[config.mk]
export PLATFORM = sky130hd
export DESIGN_NAME = sha256_round_ctrl
export DESIGN_NICKNAME = d
export VERILOG_FILES = /design/src/rtl/sha256_round_ctrl.sv
export SDC_FILE = /design/constraint.sdc
export NUM_CORES = 2
export LEC_CHECK = 0
export CAP_MARGIN = 20
export CORE_MARGIN = 2
export CORE_UTILIZATION = 38
export CTS_CLUSTER_DIAMETER = 80
export CTS_CLUSTER_SIZE = 40
export DETAILED_ROUTE_END_ITERATION = 12
export PLACE_DENSITY = 0.51
export SYNTH_ARGS = -nofsm -noshare
export SYNTH_HDL_FRONTEND = slang
export SYNTH_SLANG_ARGS = --single-unit
[constraint.sdc]
create_clock -name clk -period 43 [get_ports clk]
set_clock_uncertainty 0.1 [all_clocks]
set_input_delay 4.3 -clock clk [delete_from_list [all_inputs] [get_ports clk]]
set_output_delay 4.3 -clock clk [all_outputs]
set_load 0.02 [all_outputs]
[src/rtl/sha256_round_ctrl.sv]
// sha256_round_ctrl: loads a 16-word block, runs one SHA-256 round per clock and chains the digest.
// Optional SHA_CTRL_SHA224_EN adds a mode224 port selecting the SHA-224 IV and a truncated digest.
module sha256_round_ctrl #(
    parameter int NUM_ROUNDS = 64
) (
    input  logic         clk,
    input  logic         reset_n,
    input  logic         in_valid,
    output logic         in_ready,
    input  logic [31:0]  in_data,
    input  logic         first_blk,
`ifdef SHA_CTRL_SHA224_EN
    input  logic         mode224,
`endif
    output logic         busy,
    output logic [5:0]   round_idx,
    output logic         digest_valid,
    output logic [255:0] digest,
    input  logic         digest_ack
);
    localparam logic [255:0] IV256 = 256'h6a09e667_bb67ae85_3c6ef372_a54ff53a_510e527f_9b05688c_1f83d9ab_5be0cd19;
    localparam logic [255:0] IV224 = 256'hc1059ed8_367cd507_3070dd17_f70e5939_ffc00b31_68581511_64f98fa7_befa4fa4;
    localparam logic [5:0]   LAST  = 6'(NUM_ROUNDS - 1);
    localparam logic [31:0] K [64] = '{
        32'h428a2f98, 32'h71374491, 32'hb5c0fbcf, 32'he9b5dba5, 32'h3956c25b, 32'h59f111f1, 32'h923f82a4, 32'hab1c5ed5,
        32'hd807aa98, 32'h12835b01, 32'h243185be, 32'h550c7dc3, 32'h72be5d74, 32'h80deb1fe, 32'h9bdc06a7, 32'hc19bf174,
        32'he49b69c1, 32'hefbe4786, 32'h0fc19dc6, 32'h240ca1cc, 32'h2de92c6f, 32'h4a7484aa, 32'h5cb0a9dc, 32'h76f988da,
        32'h983e5152, 32'ha831c66d, 32'hb00327c8, 32'hbf597fc7, 32'hc6e00bf3, 32'hd5a79147, 32'h06ca6351, 32'h14292967,
        32'h27b70a85, 32'h2e1b2138, 32'h4d2c6dfc, 32'h53380d13, 32'h650a7354, 32'h766a0abb, 32'h81c2c92e, 32'h92722c85,
        32'ha2bfe8a1, 32'ha81a664b, 32'hc24b8b70, 32'hc76c51a3, 32'hd192e819, 32'hd6990624, 32'hf40e3585, 32'h106aa070,
        32'h19a4c116, 32'h1e376c08, 32'h2748774c, 32'h34b0bcb5, 32'h391c0cb3, 32'h4ed8aa4a, 32'h5b9cca4f, 32'h682e6ff3,
        32'h748f82ee, 32'h78a5636f, 32'h84c87814, 32'h8cc70208, 32'h90befffa, 32'ha4506ceb, 32'hbef9a3f7, 32'hc67178f2
    };

    typedef enum logic [2:0] {IDLE, LOAD, ROUND, FINAL, DONE} state_t;

    function automatic logic [31:0] ror(input logic [31:0] x, input int n);
        return (x >> n) | (x << (32 - n));
    endfunction
    function automatic logic [31:0] sig0(input logic [31:0] x);
        return ror(x, 7) ^ ror(x, 18) ^ (x >> 3);
    endfunction
    function automatic logic [31:0] sig1(input logic [31:0] x);
        return ror(x, 17) ^ ror(x, 19) ^ (x >> 10);
    endfunction
    function automatic logic [31:0] bsig0(input logic [31:0] x);
        return ror(x, 2) ^ ror(x, 13) ^ ror(x, 22);
    endfunction
    function automatic logic [31:0] bsig1(input logic [31:0] x);
        return ror(x, 6) ^ ror(x, 11) ^ ror(x, 25);
    endfunction
    function automatic logic [31:0] ch(input logic [31:0] e, input logic [31:0] f, input logic [31:0] g);
        return (e & f) ^ (~e & g);
    endfunction
    function automatic logic [31:0] maj(input logic [31:0] a, input logic [31:0] b, input logic [31:0] c);
        return (a & b) ^ (a & c) ^ (b & c);
    endfunction

    state_t            state_q;
    logic [3:0]        cnt_q;
    logic [5:0]        t_q, round_q;
    logic              first_q, in_ready_q, busy_q, dv_q;
    logic [255:0]      digest_q;
    // w_q[0] is the oldest word; s_q[7] is a, s_q[0] is h; h_q[7] is H0
    logic [15:0][31:0] w_q;
    logic [7:0][31:0]  s_q, h_q, s_d, h_sum;
    logic [31:0]       w_new, t1, t2;
    logic [255:0]      iv, h_init, dig_d;

`ifdef SHA_CTRL_SHA224_EN
    logic m224_q;
    assign iv    = m224_q ? IV224 : IV256;
    assign dig_d = {h_sum[7:1], m224_q ? 32'h0 : h_sum[0]};
`else
    assign iv    = IV256;
    assign dig_d = h_sum;
`endif

    always_comb begin
        w_new  = (t_q < 6'd16) ? w_q[0] : sig1(w_q[14]) + w_q[9] + sig0(w_q[1]) + w_q[0];
        t1     = s_q[0] + bsig1(s_q[3]) + ch(s_q[3], s_q[2], s_q[1]) + K[t_q] + w_new;
        t2     = bsig0(s_q[7]) + maj(s_q[7], s_q[6], s_q[5]);
        s_d    = {t1 + t2, s_q[7:5], s_q[4] + t1, s_q[3:1]};
        h_init = first_q ? iv : h_q;
        for (int i = 0; i < 8; i++)
            h_sum[i] = h_q[i] + s_q[i];
    end

    always_ff @(posedge clk) begin
        if (!reset_n) begin
            state_q    <= IDLE;
            cnt_q      <= 4'd0;
            t_q        <= 6'd0;
            first_q    <= 1'b0;
            in_ready_q <= 1'b1;
            busy_q     <= 1'b0;
            round_q    <= 6'd0;
            dv_q       <= 1'b0;
            digest_q   <= '0;
            h_q        <= IV256;
`ifdef SHA_CTRL_SHA224_EN
            m224_q     <= 1'b0;
`endif
        end else begin
            case (state_q)
                IDLE: if (in_valid) begin
                    w_q     <= {in_data, w_q[15:1]};
                    first_q <= first_blk;
`ifdef SHA_CTRL_SHA224_EN
                    m224_q  <= mode224;
`endif
                    cnt_q   <= 4'd1;
                    state_q <= LOAD;
                end
                LOAD: if (in_valid) begin
                    w_q   <= {in_data, w_q[15:1]};
                    cnt_q <= cnt_q + 4'd1;
                    if (cnt_q == 4'd15) begin
                        h_q        <= h_init;
                        s_q        <= h_init;
                        t_q        <= 6'd0;
                        round_q    <= 6'd0;
                        in_ready_q <= 1'b0;
                        busy_q     <= 1'b1;
                        state_q    <= ROUND;
                    end
                end
                ROUND: begin
                    w_q     <= {w_new, w_q[15:1]};
                    s_q     <= s_d;
                    t_q     <= t_q + 6'd1;
                    round_q <= (t_q == LAST) ? 6'd0 : t_q + 6'd1;
                    state_q <= (t_q == LAST) ? FINAL : ROUND;
                end
                FINAL: begin
                    h_q      <= h_sum;
                    digest_q <= dig_d;
                    busy_q   <= 1'b0;
                    dv_q     <= 1'b1;
                    state_q  <= DONE;
                end
                DONE: if (digest_ack) begin
                    dv_q       <= 1'b0;
                    in_ready_q <= 1'b1;
                    state_q    <= IDLE;
                end
                default: state_q <= IDLE;
            endcase
        end
    end

    assign in_ready     = in_ready_q & reset_n;
    assign busy         = busy_q;
    assign round_idx    = round_q;
    assign digest_valid = dv_q;
    assign digest       = digest_q;
endmodule

* Yosys cells after proc, flatten, opt, wreduce, memory -nomap -nowiden
Memory sizes are Yosys's and may differ from the RTL's. Index checks and enable logic that the tools add are counted.
Storage, ports and cells: register bits 1303, memory bits (read-only) 2048, input port bits 37, output and inout bits 265, memories kept 1
Memory list:
- (no name shown) | words 64, bits a word 32, read ports 1, clocked after memory_dff 0, write ports 0, RTL line 81 | t1 = s_q[0] + bsig1(s_q[3]) + ch(s_q[3], s_q[2], s_q[1]) + K[t_q] + w_new;
Operators by class: add/sub/neg operators 20, magnitude comparators 2, equal/unequal tests 11, multiplexer cells 33, bitwise gates (word level) 29, reduce and logical (&&, ||, !) cells 17
Operators by type and width (count):
- case mux 256 bit (2 select lines) | 2
- case mux 512 bit (2 select lines) | 1
- 2-to-1 mux 256 bit | 3
- adder 32 bit | 18
- 2-to-1 mux 512 bit | 1
- XOR 32 bit | 9
- bitwise AND 32 bit | 5
- 2-to-1 mux 32 bit | 3
- inverter 32 bit | 1
- bitwise OR 10 x 32 -> 32 bit | 1
- bitwise OR 13 x 32 -> 32 bit | 1
- bitwise OR 14 x 32 -> 32 bit | 1
- bitwise OR 15 x 32 -> 32 bit | 1
- bitwise OR 19 x 32 -> 32 bit | 1
- bitwise OR 21 x 32 -> 32 bit | 1
- bitwise OR 25 x 32 -> 32 bit | 1
- bitwise OR 26 x 32 -> 32 bit | 1
- bitwise OR 30 x 32 -> 32 bit | 1
- bitwise OR 7 x 32 -> 32 bit | 1
- XOR 32 x 22 -> 32 bit | 1
- XOR 32 x 29 -> 32 bit | 1
- case mux 6 bit (2 select lines) | 2
- 2-to-1 mux 6 bit | 3
- case mux 3 bit (5 select lines) | 1
- 24 further kinds | 51

* Depth between registers and ports, before layout
depth after elaboration 10, mapped depth 47

* Worst setup path after synthesis
Ideal clock, no wire load.
path type in2reg, start point input port reset_n, end point register w_q[0] (netlist bit) (enable), arrival 29.169 ns, slack 12.167 ns, stages 3, cells stage by stage clkbuf_1 -> nand2b_1 -> a21oi_1
On the way: longest elaborated chain between the ends 1
Ends and longest elaborated chain:
- start: declaration | RTL line 7 | input logic reset_n,
- AND reduction 3 bit (no source line)
- end signal: assignment | RTL line 107 | w_q <= {in_data, w_q[15:1]};
- end signal: assignment | RTL line 116 | w_q <= {in_data, w_q[15:1]};
- end signal: assignment | RTL line 129 | w_q <= {w_new, w_q[15:1]};
- end: declaration | RTL line 65 | logic [15:0][31:0] w_q;
Every way passes these cells. A chain may end at the register's enable or synchronous reset.

* Worst setup path after layout
start point register w_q[469] (netlist bit), end point register s_q (netlist bit s_d[221]) (data pin)
On the way: longest elaborated chain between the ends 10, elaborated cells on any way between the ends 11
Ends and longest elaborated chain:
- bitwise OR 13 x 32 -> 32 bit or bitwise OR 15 x 32 -> 32 bit (tied branches) | RTL line 38 | return (x >> n) | (x << (32 - n));
- XOR 32 bit | RTL line 44 | return ror(x, 17) ^ ror(x, 19) ^ (x >> 10);
- XOR 32 x 22 -> 32 bit * | RTL line 44
- adder 32 bit * (3 in series) | RTL line 80 | w_new = (t_q < 6'd16) ? w_q[0] : sig1(w_q[14]) + w_q[9] + sig0(w_q[1]) + w_q[0];
- 2-to-1 mux 32 bit * | RTL line 80
- adder 32 bit * | RTL line 81
- adder 32 bit * | RTL line 83 | s_d = {t1 + t2, s_q[7:5], s_q[4] + t1, s_q[3:1]};
- case mux 256 bit (2 select lines) * | RTL line 105 | case (state_q)
- end signal: assignment | RTL line 120 | s_q <= h_init;
- end: declaration | RTL line 66 | logic [7:0][31:0] s_q, h_q, s_d, h_sum;
Every way passes the cells marked *; elsewhere a longest branch is shown, timed or not.

==> impl_metrics.ini <==
[synth]
synth_area_um2 = 73600
syn_nets = 8233
ys_warn_count = 0
dominantRegCellSynth = edfxtp_1
synth-edff-count = 768
synth_seq_cells = 1303
syn_area_per_cell_um2 = 9.69
synth.distinct_cells = 93
async_flop_share_pct = 0
ys_seq_area_share_pct = 45.9
synth_cells = 7600

[final_layout]
nets = 8330
area_growth_pct = 12.7
fillers = 18800
final_layout_size_suffix_gt1_share_pct = 4.52
final_core_util_pct = 43.1

[place]
gp_congestion = 0.951
dpl.hpwl_um = 199000
portBuffers = 301

[setup_path]
path_max_fanout = 4
r2r_start = w_q[469]
critical_path_class = flop to flop
cp.arrival_ps = 11390
crit_start = w_q[469]
reg2reg_to = s_d[221]
endpoint = s_d[221]
end_kind = flop
cp-start-kind = flop
required_ps = 43360
slowest_delay_ps = 540
critPathSlowestCell = fa_1
r2r_cells = 43
r2r_setup_slack_ps = 31970

[flow_run]
drv_cap = 0

[pwr]
p_leak_nw = 32.1
powerDensity_nw_per_um2 = 34.1
power_w = 0.00283
peakVddDrop_mv = 0.0334

[min_path]
min-delay-start = w_q[423]
hold_class = flop to flop

[clocking]
clkTransAtPathRegs_ps = 110
clockRootBuffer = clkbuf_16
clkSinkCount = 1303
post_cts_buffers = 0
clk_latency_ps = 800
cts_tree = yes
h-tree-depth = 3
cts_hold_buf = 0
cts_buffers = 97
cts-resized-gates = 0
cts.path.max_buffers = 3

[timing]
fin_crit_ps = 11030
finalHoldViolations = 0
slew_violations = 0
rsz0062_at_grt = false
timing.slew.headroom_pct = 21.1
finalCritPeriodShare_pct = 25.6
setup_viol = 0
worst_pin_slew_ps = 1170
timing.fmax_mhz = 90.7
fin_tns_setup_ps = 0

[die]
die_height_um = 444
die_w_um = 444
start_util_pct = 38.2
core_um2 = 193000
num_io_pins = 302
die-area_um2 = 197000
row_count = 161

[detailed_routing]
drt-initial-drc-count = 4981
vias_per_cell = 5.52
wl_per_cell_um = 26.0
drc = 0
postRouteAntennaNets = 0
via_count = 56900
firstDrtPassIters = 6
routed_wl_um = 268000

[global_route]
overflow = 0
grt_pass1_wl_um = 387000
track_usage_pct = 26.5
antenna_found_initial = 6
grt_pass1_vias = 54900
grt_max_degree = 183

[run_status]
status = finished clean
==> state kept, by name (all words and copies together), names as in the netlist <==
register	count
digest	256
state_q	3
digest_valid	1
in_ready_q	1
h_q	256
busy	1
w_q	512
round_idx	6
t_q	6
first_q	1
s_d	192
cnt_q	4
s_q	64
==> layer usage <==
layer | wire length, um | global-route usage, %
met3 | 12600 | 2.96
met4 | 13200 | 11.6
met2 | 129000 | 44.7
met5 | 0 | 0
met1 | 114000 | 34.5
==> through the flow <==
step | worst slack, ps | hold WS [ps] | cells | area [um2]
final | 31970 | 281 | 10300 | 83000
after CTS | 32070 | 267 | 10300 | 83000
after global routing | 31380 | 268 | 10300 | 83000
after global placement | 32170 | 301 | 10100 | 79100
after floorplan | 12170 | 300 | 7600 | 73600
after detailed placement | 32130 | 305 | 10100 | 79100
==> critical path: cells and delay by family, from the launching register on <==
kind	cells	cell delay, ps
buffers and inverters	6	370
and+or+nand+nor	5	1200
AOI/OAI and AO/OA	18	3740
xor gates and xnor gates	5	1050
adders and majority gates	9	3810
DFF	1	490
==> placed cells by master, fill, tap and decap left out, types with 39 or more instances in the layout <==
| cell | instances |
|---|---|
| nand3b_1 | 130 |
| clkdlybuf4s50_1 | 300 |
| a21o_1 | 212 |
| a31oi_1 | 53 |
| xor2_1 | 208 |
| nor2b_1 | 39 |
| nor3_1 | 127 |
| o21a_1 | 54 |
| dfxtp_1 | 530 |
| o21bai_1 | 43 |
| nand2b_1 | 57 |
| inv_1 | 523 |
| xnor2_1 | 363 |
| ha_1 | 400 |
| o21ai_0 | 598 |
| nor2_1 | 363 |
| nand3_1 | 84 |
| a21oi_1 | 601 |
| nand2_1 | 1213 |
| edfxtp_1 | 768 |
| fa_1 | 196 |
| clkbuf_16 | 100 |
| buf_4 | 81 |
==> cell type report <==
cell class	count	area (um2)	share of cell area, %
clock inverters	70	1240	1.49
diodes	2	5.00	0.00603
clock buffers	112	2590	3.12
flip-flops and latches	1303	33800	40.7
inverters	526	1980	2.39
repair buffers	387	3730	4.49
well taps	2526	3160	3.81
multi-input cells	5382	36500	44.0
==> report_power, final <==
group / total [W] / internal [W] / switching (W) / leakage [nW]
clock network: 0.00108 / 0.000498 / 0.000579 / 1.81
logic: 0.000403 / 0.000156 / 0.000247 / 18.9
registers: 0.00135 / 0.00134 / 0.0000132 / 11.5
total: 0.00283 / 0.00199 / 0.000840 / 32.1
==> synthesized netlist by cell type (34+ instances only) <==
library cell  number  area share, %
a211oi_1          37           0.38
a21o_1           212            2.2
a21oi_1          602            4.1
a22o_1            38           0.45
a31oi_1           53           0.45
buf_1             40           0.20
clkbuf_1         348            1.8
dfxtp_1          535             15
edfxtp_1         768             31
fa_1             196            5.3
ha_1             400            6.8
inv_1            524            2.7
nand2_1         1216            6.2
nand2b_1          57           0.48
nand3_1           84           0.57
nand3b_1         130            1.3
nor2_1           369            1.9
nor2b_1           39           0.33
nor3_1           127           0.86
o211ai_1          34           0.35
o21a_1            54           0.55
o21ai_0          599            4.1
o21bai_1          43           0.44
o22ai_1           36           0.31
xnor2_1          363            4.3
xor2_1           208            2.5
==> cell families after synthesis <==
kind of cell,share of synthesized area (%)
XOR/XNOR,6.88
AO/OA/AOI/OAI,16.4
AND/OR/NAND/NOR,13.1
adder cells (fa/ha/maj),12.2
multiplexers,0.929
flip-flops,45.9
buffers and inverters,4.67
==> worst min path at each step <==
stage | cells past startpoint | end | slack, ps
floorplan | 0 | w_q[100] | 300
global placement | 0 | w_q[314] | 300
detailed placement | 0 | w_q[106] | 300
CTS | 0 | w_q[306] | 270
global route | 0 | w_q[306] | 270
finish | 0 | w_q[391] | 280
No activity file was read; power rests on OpenSTA's default activity.
